### src/rtl/lieat_exu_com_csrfile_pkg.sv
// Shared CSR address map, mstatus layout and reset constant for the M-mode CSR file.
// Counter addresses are only decoded when LIEAT_CSR_COUNTERS_EN is defined.
package lieat_exu_com_csrfile_pkg;

  localparam logic [11:0] CSR_MSTATUS   = 12'h300;
  localparam logic [11:0] CSR_MTVEC     = 12'h305;
  localparam logic [11:0] CSR_MSCRATCH  = 12'h340;
  localparam logic [11:0] CSR_MEPC      = 12'h341;
  localparam logic [11:0] CSR_MCAUSE    = 12'h342;

  localparam logic [11:0] CSR_MVENDORID = 12'hF11;
  localparam logic [11:0] CSR_MARCHID   = 12'hF12;
  localparam logic [11:0] CSR_MIMPID    = 12'hF13;
  localparam logic [11:0] CSR_MHARTID   = 12'hF14;

  localparam logic [11:0] CSR_MCYCLE    = 12'hB00;
  localparam logic [11:0] CSR_MINSTRET  = 12'hB02;
  localparam logic [11:0] CSR_MCYCLEH   = 12'hB80;
  localparam logic [11:0] CSR_MINSTRETH = 12'hB82;
  localparam logic [11:0] CSR_CYCLE     = 12'hC00;
  localparam logic [11:0] CSR_INSTRET   = 12'hC02;
  localparam logic [11:0] CSR_CYCLEH    = 12'hC80;
  localparam logic [11:0] CSR_INSTRETH  = 12'hC82;

  localparam int MSTATUS_MIE_BIT  = 3;
  localparam int MSTATUS_MPIE_BIT = 7;

  // MPP hardwired to 2'b11 (machine mode only); MIE/MPIE clear.
  localparam logic [31:0] MSTATUS_RST = 32'h0000_1800;

  typedef struct packed {
    logic mpie;
    logic mie;
  } mstatus_t;

  function automatic logic [31:0] mstatus_pack(input mstatus_t st);
    logic [31:0] v;
    v = MSTATUS_RST;
    v[MSTATUS_MIE_BIT]  = st.mie;
    v[MSTATUS_MPIE_BIT] = st.mpie;
    return v;
  endfunction

endpackage

### src/rtl/lieat_exu_com_csrfile_if.sv
// CSR command/response bundle between the EXU CSR stage (master) and the CSR file (slave).
interface lieat_exu_com_csrfile_if #(
  parameter int XLEN    = 32,
  parameter int CSR_IDX = 12
);
  logic               csr_ena;
  logic               csr_write;
  logic               csr_read;
  logic [CSR_IDX-1:0] csr_idx;
  logic [XLEN-1:0]    csr_wdata;
  logic [CSR_IDX-1:0] csr_idx2;
  logic [XLEN-1:0]    csr_wdata2;
  logic               csr_retire;
  logic               csr_mret;
  logic [XLEN-1:0]    csr_rdata;
  logic               csr_illegal;

  modport master (
    output csr_ena, csr_write, csr_read, csr_idx, csr_wdata,
           csr_idx2, csr_wdata2, csr_retire, csr_mret,
    input  csr_rdata, csr_illegal
  );

  modport slave (
    input  csr_ena, csr_write, csr_read, csr_idx, csr_wdata,
           csr_idx2, csr_wdata2, csr_retire, csr_mret,
    output csr_rdata, csr_illegal
  );
endinterface

### src/rtl/lieat_csr_cnt64.sv
// 64-bit counter with per-half write; any write suppresses the increment for that cycle,
// so a low-half carry can never reach a high half that is being written.
module lieat_csr_cnt64 (
  input  logic        clock,
  input  logic        rst_n,
  input  logic        inc_en,
  input  logic        wr_lo,
  input  logic        wr_hi,
  input  logic [31:0] wdata,
  output logic [63:0] cnt
);

  always_ff @(posedge clock) begin
    if (!rst_n) begin
      cnt <= 64'd0;
    end else if (wr_lo || wr_hi) begin
      if (wr_lo) cnt[31:0]  <= wdata;
      if (wr_hi) cnt[63:32] <= wdata;
    end else if (inc_en) begin
      cnt <= cnt + 64'd1;
    end
  end

endmodule

### src/rtl/lieat_exu_com_csrfile.sv
// Machine-mode CSR file: trap state, ID registers and (with LIEAT_CSR_COUNTERS_EN defined)
// the mcycle/minstret counters plus their user-level read-only aliases.
module lieat_exu_com_csrfile
  import lieat_exu_com_csrfile_pkg::*;
#(
  parameter int          XLEN        = 32,
  parameter int          CSR_IDX     = 12,
  parameter logic [31:0] MTVEC_RST   = 32'h8000_0000,
  parameter logic [31:0] MARCHID_VAL = 32'h0,
  parameter logic [31:0] MHARTID_VAL = 32'h0
) (
  input  logic                       clock,
  input  logic                       rst_n,
  lieat_exu_com_csrfile_if.slave     csr,
  output logic [XLEN-1:0]            csr_mtvec,
  output logic [XLEN-1:0]            csr_mepc,
  output logic                       csr_mstatus_mie
);

  logic [XLEN-1:0] mtvec_q;
  logic [XLEN-1:0] mepc_q;
  logic [XLEN-1:0] mcause_q;
  logic [XLEN-1:0] mscratch_q;
  mstatus_t        mstatus_q;

  logic            hit;
  logic [XLEN-1:0] rval;
  logic            wr_en;
  logic            trap;

`ifdef LIEAT_CSR_COUNTERS_EN
  logic [63:0] mcycle;
  logic [63:0] minstret;

  lieat_csr_cnt64 u_mcycle (
    .clock  (clock),
    .rst_n  (rst_n),
    .inc_en (1'b1),
    .wr_lo  (wr_en && (csr.csr_idx == CSR_MCYCLE)),
    .wr_hi  (wr_en && (csr.csr_idx == CSR_MCYCLEH)),
    .wdata  (csr.csr_wdata[31:0]),
    .cnt    (mcycle)
  );

  lieat_csr_cnt64 u_minstret (
    .clock  (clock),
    .rst_n  (rst_n),
    .inc_en (csr.csr_retire),
    .wr_lo  (wr_en && (csr.csr_idx == CSR_MINSTRET)),
    .wr_hi  (wr_en && (csr.csr_idx == CSR_MINSTRETH)),
    .wdata  (csr.csr_wdata[31:0]),
    .cnt    (minstret)
  );
`else
  logic unused_retire;
  assign unused_retire = csr.csr_retire;
`endif

  always_comb begin
    hit  = 1'b0;
    rval = '0;
    case (csr.csr_idx)
      CSR_MSTATUS:  begin hit = 1'b1; rval = mstatus_pack(mstatus_q); end
      CSR_MTVEC:    begin hit = 1'b1; rval = mtvec_q;                 end
      CSR_MSCRATCH: begin hit = 1'b1; rval = mscratch_q;              end
      CSR_MEPC:     begin hit = 1'b1; rval = mepc_q;                  end
      CSR_MCAUSE:   begin hit = 1'b1; rval = mcause_q;                end
      CSR_MVENDORID,
      CSR_MIMPID:   begin hit = 1'b1; rval = '0;                      end
      CSR_MARCHID:  begin hit = 1'b1; rval = MARCHID_VAL;             end
      CSR_MHARTID:  begin hit = 1'b1; rval = MHARTID_VAL;             end
`ifdef LIEAT_CSR_COUNTERS_EN
      CSR_MCYCLE,
      CSR_CYCLE:     begin hit = 1'b1; rval = mcycle[31:0];    end
      CSR_MCYCLEH,
      CSR_CYCLEH:    begin hit = 1'b1; rval = mcycle[63:32];   end
      CSR_MINSTRET,
      CSR_INSTRET:   begin hit = 1'b1; rval = minstret[31:0];  end
      CSR_MINSTRETH,
      CSR_INSTRETH:  begin hit = 1'b1; rval = minstret[63:32]; end
`endif
      default: ;
    endcase
  end

  assign csr.csr_illegal = csr.csr_ena && !hit;
  assign csr.csr_rdata   = (csr.csr_ena && csr.csr_read && hit) ? rval : '0;

  // Read-only IDs and aliases decode as hits but have no write enable below.
  assign wr_en = csr.csr_ena && csr.csr_write && hit;
  assign trap  = csr.csr_ena && (csr.csr_idx2 == CSR_MCAUSE);

  always_ff @(posedge clock) begin
    if (!rst_n) begin
      mtvec_q        <= MTVEC_RST;
      mepc_q         <= '0;
      mcause_q       <= '0;
      mscratch_q     <= '0;
      mstatus_q.mie  <= 1'b0;
      mstatus_q.mpie <= 1'b0;
    end else begin
      if (wr_en && (csr.csr_idx == CSR_MTVEC))
        mtvec_q <= {csr.csr_wdata[XLEN-1:2], 2'b00};
      if (wr_en && (csr.csr_idx == CSR_MEPC))
        mepc_q <= {csr.csr_wdata[XLEN-1:2], 2'b00};
      if (wr_en && (csr.csr_idx == CSR_MSCRATCH))
        mscratch_q <= csr.csr_wdata;

      if (trap)
        mcause_q <= csr.csr_wdata2;
      else if (wr_en && (csr.csr_idx == CSR_MCAUSE))
        mcause_q <= csr.csr_wdata;

      // Trap entry beats mret, which beats a software mstatus write.
      if (trap) begin
        mstatus_q.mpie <= mstatus_q.mie;
        mstatus_q.mie  <= 1'b0;
      end else if (csr.csr_mret) begin
        mstatus_q.mie  <= mstatus_q.mpie;
        mstatus_q.mpie <= 1'b1;
      end else if (wr_en && (csr.csr_idx == CSR_MSTATUS)) begin
        mstatus_q.mie  <= csr.csr_wdata[MSTATUS_MIE_BIT];
        mstatus_q.mpie <= csr.csr_wdata[MSTATUS_MPIE_BIT];
      end
    end
  end

  assign csr_mtvec       = mtvec_q;
  assign csr_mepc        = mepc_q;
  assign csr_mstatus_mie = mstatus_q.mie;

endmodule

### src/flat_wrapper.sv
// flat-port wrapper written by rule: the top's interface ports become plain ports
module lieat_exu_com_csrfile_flat import lieat_exu_com_csrfile_pkg::*;
#(
  parameter int          XLEN        = 32,
  parameter int          CSR_IDX     = 12,
  parameter logic [31:0] MTVEC_RST   = 32'h8000_0000,
  parameter logic [31:0] MARCHID_VAL = 32'h0,
  parameter logic [31:0] MHARTID_VAL = 32'h0
)
  (clock, rst_n, csr_mtvec, csr_mepc, csr_mstatus_mie, csr_csr_ena, csr_csr_write, csr_csr_read, csr_csr_idx, csr_csr_wdata, csr_csr_idx2, csr_csr_wdata2, csr_csr_retire, csr_csr_mret, csr_csr_rdata, csr_csr_illegal);
  lieat_exu_com_csrfile_if #(.XLEN(XLEN), .CSR_IDX(CSR_IDX)) csr_i ();
  input  logic clock;
  input  logic rst_n;
  output logic [XLEN-1:0] csr_mtvec;
  output logic [XLEN-1:0] csr_mepc;
  output logic csr_mstatus_mie;
  input wire logic [$bits(csr_i.csr_ena)-1:0] csr_csr_ena;
  input wire logic [$bits(csr_i.csr_write)-1:0] csr_csr_write;
  input wire logic [$bits(csr_i.csr_read)-1:0] csr_csr_read;
  input wire logic [$bits(csr_i.csr_idx)-1:0] csr_csr_idx;
  input wire logic [$bits(csr_i.csr_wdata)-1:0] csr_csr_wdata;
  input wire logic [$bits(csr_i.csr_idx2)-1:0] csr_csr_idx2;
  input wire logic [$bits(csr_i.csr_wdata2)-1:0] csr_csr_wdata2;
  input wire logic [$bits(csr_i.csr_retire)-1:0] csr_csr_retire;
  input wire logic [$bits(csr_i.csr_mret)-1:0] csr_csr_mret;
  output wire logic [$bits(csr_i.csr_rdata)-1:0] csr_csr_rdata;
  output wire logic [$bits(csr_i.csr_illegal)-1:0] csr_csr_illegal;
  assign csr_i.csr_ena = csr_csr_ena;
  assign csr_i.csr_write = csr_csr_write;
  assign csr_i.csr_read = csr_csr_read;
  assign csr_i.csr_idx = csr_csr_idx;
  assign csr_i.csr_wdata = csr_csr_wdata;
  assign csr_i.csr_idx2 = csr_csr_idx2;
  assign csr_i.csr_wdata2 = csr_csr_wdata2;
  assign csr_i.csr_retire = csr_csr_retire;
  assign csr_i.csr_mret = csr_csr_mret;
  assign csr_csr_rdata = csr_i.csr_rdata;
  assign csr_csr_illegal = csr_i.csr_illegal;
  lieat_exu_com_csrfile #(.XLEN(XLEN), .CSR_IDX(CSR_IDX), .MTVEC_RST(MTVEC_RST), .MARCHID_VAL(MARCHID_VAL), .MHARTID_VAL(MHARTID_VAL)) u_core (.clock(clock), .rst_n(rst_n), .csr(csr_i), .csr_mtvec(csr_mtvec), .csr_mepc(csr_mepc), .csr_mstatus_mie(csr_mstatus_mie));
endmodule
### config.mk
export PLATFORM = sky130hd
export DESIGN_NAME = lieat_exu_com_csrfile_flat
export DESIGN_NICKNAME = d
export VERILOG_FILES = /design/src/rtl/lieat_exu_com_csrfile_pkg.sv /design/src/rtl/lieat_exu_com_csrfile_if.sv /design/src/rtl/lieat_csr_cnt64.sv /design/src/rtl/lieat_exu_com_csrfile.sv /design/src/flat_wrapper.sv
export SDC_FILE = /design/constraint.sdc
export NUM_CORES = 1
export LEC_CHECK = 0
export CAP_MARGIN = 20
export CELL_PAD_IN_SITES_DETAIL_PLACEMENT = 2
export CELL_PAD_IN_SITES_GLOBAL_PLACEMENT = 2
export CORE_MARGIN = 1
export CORE_UTILIZATION = 24
export DETAILED_ROUTE_END_ITERATION = 8
export PLACE_DENSITY_LB_ADDON = 0.3
export SLEW_MARGIN = 20
export SYNTH_ARGS = -nofsm -noshare
export SYNTH_HDL_FRONTEND = slang
export SYNTH_SLANG_ARGS = --single-unit
export TNS_END_PERCENT = 5
### constraint.sdc
create_clock -name clock -period 1.8 [get_ports clock]
set_input_delay 0.18 -clock clock [delete_from_list [all_inputs] [get_ports clock]]
set_output_delay 0.18 -clock clock [all_outputs]
set_load 0.01 [all_outputs]
# --- Yosys cells after proc, flatten, opt, wreduce, memory -nomap -nowiden ---
# Cells that the tools add are included.
totals:
  regBits: 126
  output_inout_bits: 98
  wordCells: 42
classes:
  n_eq_ne: 10
  n_mux: 8
  bitwise: 1
  n_reduce_logical: 17
op_table:
  columns: ["operator", "n"]
  rows:
  - ["case mux 32 bit (5 select lines)", 1]
  - ["two-way mux 32 bit", 3]
  - ["equality test 12 x 10 -> 1 bit, second input constant", 6]
  - ["equality test 12 bit, second input constant", 4]
  - ["logical AND 1 bit", 11]
  - ["OR reduction 9 bit", 1]
  - ["two-way mux 2 bit", 3]
  - ["nonzero test 2 bit", 2]
  - ["nonzero test 3 bit", 1]
  - ["OR reduction 2 bit", 1]
  - ["logical NOT 1 bit", 1]
  - ["two-way mux 1 bit", 1]
  - ["inverter 1 bit", 1]

# --- Longest topological paths before layout ---
# Gate-level depths: netlist (run 1).
logic_depth:
  depth_word: 8
  ltp_mapped: 7
  mapped_depth_nobuf: 4

# --- Worst setup path after synthesis (run 1) ---
# No wires, ideal clock.
synth_path:
  kind: "input to output"
  startpoint: "input port csr_csr_idx[5]"
  endpoint: "output port csr_csr_rdata[1]"
  t_arrival_ns: 1.718
  path_slack_ns: -0.098
  path_stages: 6
  n_path_buf: 2
  path_cell_list: "or4_1 > clkbuf_1 > nor2_1 > o2111ai_1 > buf_2 > nor4b_2"
synth_between:
  elab_chain_cells: 5
  elab_cells_between_ends: 14
  cone_classes: "eq/ne: 9; mux: 3; reduce/logical: 2"
synth_lines:
  columns: ["item", "line", "rtl"]
  rows:
  - ["start, declared", "flat_wrapper.sv:20", "input wire logic [$bits(csr_i.csr_idx)-1:0] csr_csr_idx;"]
  - ["equality test 12 bit / equality test 12 x 10 -> 1 bit (equally long branches)", "lieat_exu_com_csrfile.sv:62", "case (csr.csr_idx)"]
  - ["OR reduction 9 bit (no line)", null, null]
  - ["two-way mux 1 bit", "lieat_exu_com_csrfile.sv:62", null]
  - ["logical AND 1 bit", "lieat_exu_com_csrfile.sv:87", "assign csr.csr_rdata = (csr.csr_ena && csr.csr_read && hit) ? rval : '0;"]
  - ["two-way mux 32 bit (*)", "lieat_exu_com_csrfile.sv:87", null]
  - ["end, declared", "flat_wrapper.sv:26", "output wire logic [$bits(csr_i.csr_rdata)-1:0] csr_csr_rdata;"]
# Mark *: on every way between the ends. The rest lies on a longest branch, timed or not.

# --- Worst setup path after layout (run 1) ---
layout_path:
  startpoint: "input port csr_csr_idx[10]"
  endpoint: "output port csr_csr_rdata[12]"
# The elaborated chain is that of the path after synthesis.

==> results_dict.tcl, run 1 <==
set metrics [dict create \
    outcome "complete, but fails checks" \
    violations "setup timing" \
    power_frac_clock_pct 50.0 \
    placedCellCount 1317 \
    min_period_ns 2.15 \
    clockBufferDepth 2 \
    routed_wl_um 28400 \
    synth_seq_area_share_pct 40.2 \
    intPower_mw 5.07 \
    power_frac_seq_pct 41.1 \
    pre_cts_ws_ns -1.28 \
    cts_inserted_buffers 17 \
    setup_ws_ns -0.345 \
    postRouteAntennaNets 0 \
    dr.pass1.iters 4 \
    die_y_um 164 \
    first_iter_violations 188 \
    antenna_found_initial 0 \
    ys.flop_type "dfxtp_1" \
    route.detailed.drc 0 \
    hold_viol 0 \
    placed_area_sq_um 9040 \
    cts.sinks 126 \
    overflow 0 \
    vias 6871 \
    critPathLaunchType "primary input" \
    crit_top_cell "buf_4" \
    timing.fmax_ghz 0.466 \
    synth.top_cells.by_count "218 x nand2_1, 126 x dfxtp_1, 85 x a21boi_0, 52 x clkbuf_1, 37 x o21ai_0" \
    die_width_um 164 \
    areaGrowthSynthToFinish_pct 55.7 \
    port_buffers 187 \
    final_util_pct 38.5 \
    wire_per_inst_um 20.8 \
    final_nets 1116 \
    rsz0062_at_grt "yes" \
    yosys.area.top_type_share_pct 40.2 \
    critPathMaxFanout 2 \
    drv_slew 0 \
    worstPathCellList "buf_6, or4bb_4, buf_6, buf_4, nor4_4, buf_4, a32oi_1, a21oi_1, buf_4" \
    syn_avg_cell_area_sq_um 7.92 \
    hold_path.class "in -> reg" \
    yosysWarnings 0 \
    critPathRequiredTime_ns 1.62 \
    multiInputGateArea_sq_um 3560 \
    critPathSlowestCell "or4bb_4" \
    clk_latency_ns 0.42 \
    finalCritPeriodShare_pct 119 \
    crit_path_max_incr_delay_ns 0.57 \
    setup_viol 33 \
    viasPerCell 5.04 \
    yosysMostFrequentCell "nand2_1" \
    root_buffer "clkbuf_16" \
    cap_viol_max_count 0 \
    synth_seq_cells 126 \
    grt_pass1_wl_um 44100 \
    powerDensity_nw_per_um2 695 \
    rows 58 \
    nFillCells 2858 \
    cts_hold_repair.buffers 0 \
    tns_ns -8.06 \
    leakagePower_nw 3.38 \
    critical_path_class "in -> out" \
    dp_hpwl_um 19700 \
    clkSlewWorstSetupHoldPaths_ns 0.06 \
    ys_types 46 \
    skew_ns 0.000101 \
    die_area_sq_um 26800 \
    synth_area_sq_um 6270 \
    ios 193 \
    yosysTopAreaCell "dfxtp_1" \
    switchingPower_mw 1.72 \
    gp_congestion 0.764 \
    final_cells 1364 \
    regArea_sq_um 2520 \
    cts_tree "built" \
    async_flop_share_pct 0 \
    cts_htree_levels 4 \
    n_antenna_cell 0 \
    synth_edf_count 0 \
    initial_core_util_pct 24.7 \
    core_sq_um 25400 \
    ir_drop_mv 0.512 \
    p_comb_share_pct 8.8 \
    grt_max_degree 66 \
    critPathCaptureType "output port" \
    fin_area_sq_um 9770 \
    cp.arrival_ns 1.97 \
    netSwitchingFraction_pct 25.3 \
    globalRouteTotalUtil_pct 21.8 \
    synth.area.top_cells "dfxtp_1 40%, nand2_1 13%, a21boi_0 10%" \
    drive_gt1_share_pct 19.6 \
    syn_inst 792 \
    grt_pass1_vias 7603 \
]
[cells by family (layout without fill, tap and decap cells)]
logic type             count (synthesis)  after routing  share of synthesized area, %
AO/OA/AOI/OAI                        227            227                          25.6
multiplexers                          32             32                          5.11
other                                  1              4                        0.0598
buffers and inverters                 80            319                          5.81
AND/OR/NAND/NOR                      325            325                          23.1
flip-flops                           126            126                          40.2
XOR/XNOR                               1              1                         0.140
[worst paths after layout]
check / slack, ns / endpoint / cells after the start / from
max: -0.35 / csr_csr_rdata[12] / 9 / csr_csr_idx[10]
min: 0.15 / u_core.csr_mtvec[31]$_SDFFE_PN1P_ / 2 / rst_n
max reg2reg: 1.01 / u_core.csr_mepc[22]$_SDFFE_PN0P_ / 2 / u_core.csr_mepc[22]$_SDFFE_PN0P_
min reg2reg: 0.46 / u_core.mscratch_q[10]$_SDFFE_PN0P_ / 2 / u_core.mscratch_q[10]$_SDFFE_PN0P_
[layout make-up]
| cell class | count | area share [%] |
|---|---|---|
| multi-input combinational | 589 | 36.4 |
| timing repair buffer | 286 | 27.6 |
| sequential | 126 | 25.8 |
| clock buffer | 18 | 4.50 |
| tap | 330 | 4.23 |
| clock inverter | 14 | 1.36 |
| inverter | 1 | 0.0384 |
[sequential cells by signal (all words and copies together), names as in the netlist]
| name | cells |
|---|---|
| u_core.csr_mstatus_mie | 1 |
| u_core.csr_mepc | 30 |
| u_core.mscratch_q | 32 |
| u_core.csr_mtvec | 30 |
| u_core.mcause_q | 32 |
| u_core.mstatus_q | 1 |
[metal layers]
| layer | global-route usage (%) | up-vias | share of wire, % |
|---|---|---|---|
| met5 | 0 | - | 0 |
| met4 | 5.05 | 0 | 1.1 |
| met3 | 3.99 | 24 | 4.4 |
| met2 | 39.0 | 157 | 50 |
| met1 | 26.7 | 3451 | 45 |
| li1 | - | 3239 | - |
[metrics by stage]
stage               hold slack, ns  power [mW]
finish                       0.152        6.79
CTS                          0.129        6.84
detailed placement           0.455        3.44
global route                 0.163        7.01
floorplan                    0.304        3.04
global placement             0.441        3.43
[timing repair]
action                     4_1_cts  5_1_grt
resized for setup              198       11
setup buffers                   15        3
setup endpoints to repair       86       84
cloned                           2        0
pin swaps                       22       17
[layout by cell type, fill, tap and decap left out, types with 4 or more instances in the layout]
cell and n:
nand2_1 218, clkdlybuf4s50_1 141, dfxtp_1 126, a21boi_0 85, buf_4 73, nand3_1 35, o21ai_0 35, buf_2 35
a31oi_1 33, mux2i_1 32, nor2_1 29, o2bb2ai_1 27, a22oi_1 22, clkbuf_16 17, buf_12 15, buf_6 13
nand4_1 6, a21boi_1 6, a22oi_2 5, nor2b_1 5, clkinvlp_4 5, a21oi_1 4, conb_1 4
[power groups by stage]
stage          Sequential (mW)  Combinational [mW]  Clock (mW)
5_1_grt                   2.79               0.636        3.58
6_report                  2.79               0.601        3.40
4_1_cts                   2.79               0.594        3.46
3_5_place_dp              2.86               0.583           0
3_3_place_gp              2.86               0.577           0
2_1_floorplan             2.86               0.180           0
[worst max-delay path: cells and delay by family]
kind                   cells  cell delay, ns
AND/OR/NAND/NOR            2            0.86
buffers and inverters      5            0.72
AO/OA/AOI/OAI              2            0.21
No activity file was read; power rests on OpenSTA's default activity.
==> run 2: changes to the inputs <==
--- a/config.mk
+++ b/config.mk
@@ -10,6 +10,7 @@
 export CELL_PAD_IN_SITES_GLOBAL_PLACEMENT = 2
 export CORE_MARGIN = 1
 export CORE_UTILIZATION = 24
+export CTS_CLUSTER_SIZE = 25
 export DETAILED_ROUTE_END_ITERATION = 8
 export PLACE_DENSITY_LB_ADDON = 0.3
 export SLEW_MARGIN = 20
==> results of run 2 <==
No change in the layout: final DEF, timing and power equal those of run 1.
